**config.mk**
```make
export PLATFORM = sky130hd
export DESIGN_NAME = tdm_mux_8to1
export DESIGN_NICKNAME = d
export VERILOG_FILES = /design/src/rtl/tdm_mux_8to1.sv
export SDC_FILE = /design/constraint.sdc
export NUM_CORES = 1
export LEC_CHECK = 0
export ABC_CLOCK_PERIOD_IN_PS = 5700
export CAP_MARGIN = 20
export CELL_PAD_IN_SITES_DETAIL_PLACEMENT = 0
export CELL_PAD_IN_SITES_GLOBAL_PLACEMENT = 1
export CORE_ASPECT_RATIO = 0.7
export CORE_MARGIN = 2
export CORE_UTILIZATION = 35
export DETAILED_ROUTE_END_ITERATION = 6
export PLACE_DENSITY_LB_ADDON = 0.25
export SYNTH_ARGS = -nofsm -noshare
export SYNTH_HDL_FRONTEND = slang
export SYNTH_SLANG_ARGS = --single-unit
```
**constraint.sdc**
```tcl
create_clock -name clk -period 5.7 [get_ports clk]
set_input_delay 1.14 -clock clk [delete_from_list [all_inputs] [get_ports clk]]
set_output_delay 1.14 -clock clk [all_outputs]
set_load 0.02 [all_outputs]
```
**src/rtl/tdm_mux_8to1.sv**
```systemverilog
// Eight-lane round-robin merge onto one registered valid/ready output stage.
// out_sel tags each word with its source lane so a downstream 1:8 demux can route it back.
module tdm_mux_8to1 #(
    parameter int DATA_W = 8
) (
    input  logic                clk,
    input  logic                rst_n,
    input  logic [7:0]          ch_en,
    input  logic [7:0]          in_valid,
    input  logic [8*DATA_W-1:0] in_data,
    output logic [7:0]          in_ready,
    output logic                out_valid,
    output logic [DATA_W-1:0]   out_data,
    output logic [2:0]          out_sel,
    input  logic                out_ready,
    output logic                busy
);

    logic [2:0]        rr_ptr;
    logic [7:0]        req;
    logic              load_en;
    logic              grant_vld;
    logic [2:0]        grant;
    logic [2:0]        idx;
    logic [DATA_W-1:0] grant_word;

    assign req     = in_valid & ch_en;
    assign load_en = ~out_valid | out_ready;
    assign busy    = out_valid | (|req);

    // NOTE: every always_comb output gets a default first; a path that skips an assignment infers a latch.
    always_comb begin
        grant_vld = 1'b0;
        grant     = rr_ptr;
        idx       = rr_ptr;
        // Walk from the farthest lane back to rr_ptr so the nearest requester wins last.
        for (int k = 7; k >= 0; k--) begin
            idx = rr_ptr + 3'(k);
            if (req[idx]) begin
                grant_vld = 1'b1;
                grant     = idx;
            end
        end
    end

    always_comb begin
        grant_word = in_data[32'(grant)*DATA_W +: DATA_W];
    end

    // Gated by rst_n because the empty stage would otherwise advertise a grant during reset.
    always_comb begin
        in_ready = '0;
        if (rst_n && load_en && grant_vld) begin
            in_ready[grant] = 1'b1;
        end
    end

    // NOTE: sequential state uses non-blocking assignments so all registers update from pre-edge values.
    always_ff @(posedge clk or negedge rst_n) begin
        if (!rst_n) begin
            out_valid <= 1'b0;
            out_data  <= '0;
            out_sel   <= '0;
            rr_ptr    <= '0;
        end else if (load_en) begin
            out_valid <= grant_vld;
            if (grant_vld) begin
                out_data <= grant_word;
                out_sel  <= grant;
                rr_ptr   <= grant + 3'd1;
            end
        end
    end

endmodule

```
==> impl_metrics.csv <==
group,metric,value,unit
worst_setup_path,crit_fanout,9,
logic_synthesis,ys.flop_type,"dfrtp_1",
cells_and_area,final_layout_size_suffix_gt1_frac,0.130,
cells_and_area,fin_nets,680,
drt,avgViaCountPerCell,6.07,
drt,routed_wirelength,12.9,mm
clocking,path_clk_slew,50,ps
drt,drc_errors,0,
job,cap_viol_max_count,0,
logic_synthesis,syn_inst,503,
logic_synthesis,ys_seq_area_frac,0.106,
logic_synthesis,syn_area,0.00355,mm^2
place,place_area,0.00478,mm^2
place,place_congestion,0.971,
floorplan,die_area,0.0110,mm^2
drt,vias,4379,
worst_setup_path,arrival,4400,ps
worst_setup_path,worst_setup_path_end_kind,"output pin",
worst_setup_path,required,4560,ps
floorplan,coreArea,0.00980,mm^2
timing,slew_headroom,0.453,
clocking,numCtsBuffers,3,
worst_hold_path,worstHoldPathCells,2,
timing,hold_violations,0,
drt,drt-initial-drc-count,599,
clocking,cts_sinks,15,
floorplan,die_w,124,um
logic_synthesis,synth_largest_area_cell,"mux4_2",
floorplan,row_count,30,
clocking,post_cts_buffers,0,
floorplan,start_util,0.362,
logic_synthesis,synth.top_cell.area_share,0.140,
worst_hold_path,worstHoldStart,"out_sel[0]$_DFFE_PN0P_",
global_route,grt.overflow.total,0,
worst_setup_path,start_kind,"input pin",
timing,worstMarginPinSlew,821,ps
global_route,track_usage,0.231,
drt,postRouteAntennaNets,0,
timing,rsz0062_at_grt,"false",
worst_setup_path,critical_path_class,"input pin to output pin",
global_route,grt_pass1_vias,3933,
global_route,grt_first_pass_wirelength,21.0,mm
timing,maxSlewViolCount,0,
cells_and_area,antenna_cells,0,
drt,routedWlPerCell,17.9,um
logic_synthesis,synth.net_count,588,
clocking,tritoncts,"built",
drt,drt-pass1-iter-count,5,
place,port_buffers,103,
worst_setup_path,rr_worst_depth,12,
logic_synthesis,ys_warn_count,0,
timing,finalSetupViolations,0,
clocking,cts_max_path_buffers,2,
global_route,grt_max_degree,86,
global_route,grt_antenna_before_repair,0,
cells_and_area,finalInstanceArea,0.00486,mm^2
cells_and_area,final_cell_mix,"102 x clkdlybuf4s50_1, 64 x nand2_1, 58 x nand3_1, 52 x inv_1, 41 x nor3_1",
cells_and_area,fillers,961,
worst_hold_path,min_path_type,"flop to flop",
worst_setup_path,startpoint,"in_valid[1]",
worst_setup_path,r2r_start,"rr_ptr[0]$_DFFE_PN0P_",
logic_synthesis,synth_edf_count,0,
floorplan,pin_count,104,
timing,period_needed,5540,ps
place,place_hpwl,9.51,mm
timing,clock.fmax,181,MHz
logic_synthesis,synth.distinct_cells,52,
timing,fin_crit_sh,0.972,
timing,clock_skew,1.92,ps
logic_synthesis,synth-async-reset-ratio,1.00,
outcome,status,"finished clean",
clocking,insertion_delay,250,ps
clocking,cts_root_buf,"clkbuf_16",
timing,hold_slack,478,ps
timing,setup-tns-final,0,ps
floorplan,die-height,88.3,um
logic_synthesis,synthTopCellsByArea,"mux4_2 14%, dfrtp_1 11%, nand3_1 8.2%",
clocking,htree_levels,1,
logic_synthesis,avgSynthCellArea,7.06,um^2
logic_synthesis,synth_seq_cells,15,
cells_and_area,area_growth_syn_to_layout,37.0,%
cells_and_area,final_common_cell,"clkdlybuf4s50_1",
-- flip-flops by register name (all words and copies together), names as in the netlist --
register and count:
out_valid 1, out_data 8, rr_ptr 3, out_sel 3
-- area by class of cell --
class	instances	area (um^2)	share of cell area
clock inverters	1	5.00	0.00103
repair buffers	129	1230	0.253
well taps	128	160	0.0329
multi-input cells	391	2810	0.578
flip-flops and latches	15	377	0.0774
clock buffers	3	75.1	0.0154
inverters	55	206	0.0424
-- Yosys cell counts (all sizes together) (2+ instances only) --
cell type / number
dfrtp: 15
nand2: 65
o211ai: 11
xnor2: 5
nand2b: 6
clkinv: 2
a21oi: 8
and2: 8
o22ai: 7
xor2: 2
mux4: 24
o22a: 4
nor4: 22
mux2: 3
a221oi: 16
nor2: 9
a311oi: 2
o311ai: 16
nand3: 58
clkbuf: 28
inv: 53
ha: 2
nor3: 41
or2: 3
nand4: 18
a21o: 16
buf: 14
o21ai: 26
mux2i: 6
-- routing by layer --
layer	track usage	share of wire	up-vias
li1	-	-	2096
met1	0.356	0.49	2052
met2	0.336	0.40	218
met3	0.0514	0.097	13
met4	0.0358	0.0069	0
met5	0	0	-
-- path summary, 6_finish.rpt --
kind	slack, ps	endpoint
max	160	in_ready[4]
min	480	out_sel[0]$_DFFE_PN0P_
max reg2reg	1440	out_data[6]$_DFFE_PN0P_
min reg2reg	480	out_sel[0]$_DFFE_PN0P_
max in group asynchronous	4280	rr_ptr[0]$_DFFE_PN0P_
min in group asynchronous	1220	out_sel[0]$_DFFE_PN0P_
-- worst max-delay path, cell delays in order --
cell and delay [ps]:
clkdlybuf4s50_1 480, nand2_1 180, mux4_2 580, mux2_2 320, a211o_1 290, nor2_2 140
o21ai_4 90, xnor2_1 160, buf_4 200, nor3_1 190, clkdlybuf4s50_1 630
-- timing repair --
action,in CTS,in global routing
setup endpoints to repair,0,8
hold buffers,0,0
resized for setup,0,6
-- stage by stage --
step / util / setup WS (ps) / std cells
after detailed placement: 0.487 / 81.3 / 718
after floorplan: - / 110 / 503
after global routing: 0.496 / 7.62 / 722
final: 0.496 / 161 / 722
after CTS: 0.496 / 87.0 / 722
after global placement: 0.487 / 189 / 718
-- logic make-up (layout without fill, tap and decap cells) --
| group | count (synthesis) | count (layout) | synth area share |
|---|---|---|---|
| adder cells (fa/ha/maj) | 2 | 2 | 0.00705 |
| buffers and inverters | 97 | 188 | 0.107 |
| multiplexers | 33 | 33 | 0.181 |
| AO/OA/AOI/OAI | 116 | 116 | 0.253 |
| XOR/XNOR | 7 | 7 | 0.0215 |
| flip-flops | 15 | 15 | 0.106 |
| AND/OR/NAND/NOR | 233 | 233 | 0.325 |
Power is not shown: default switching activity piles up to over one toggle a cycle in this logic, so the estimate is an artifact.
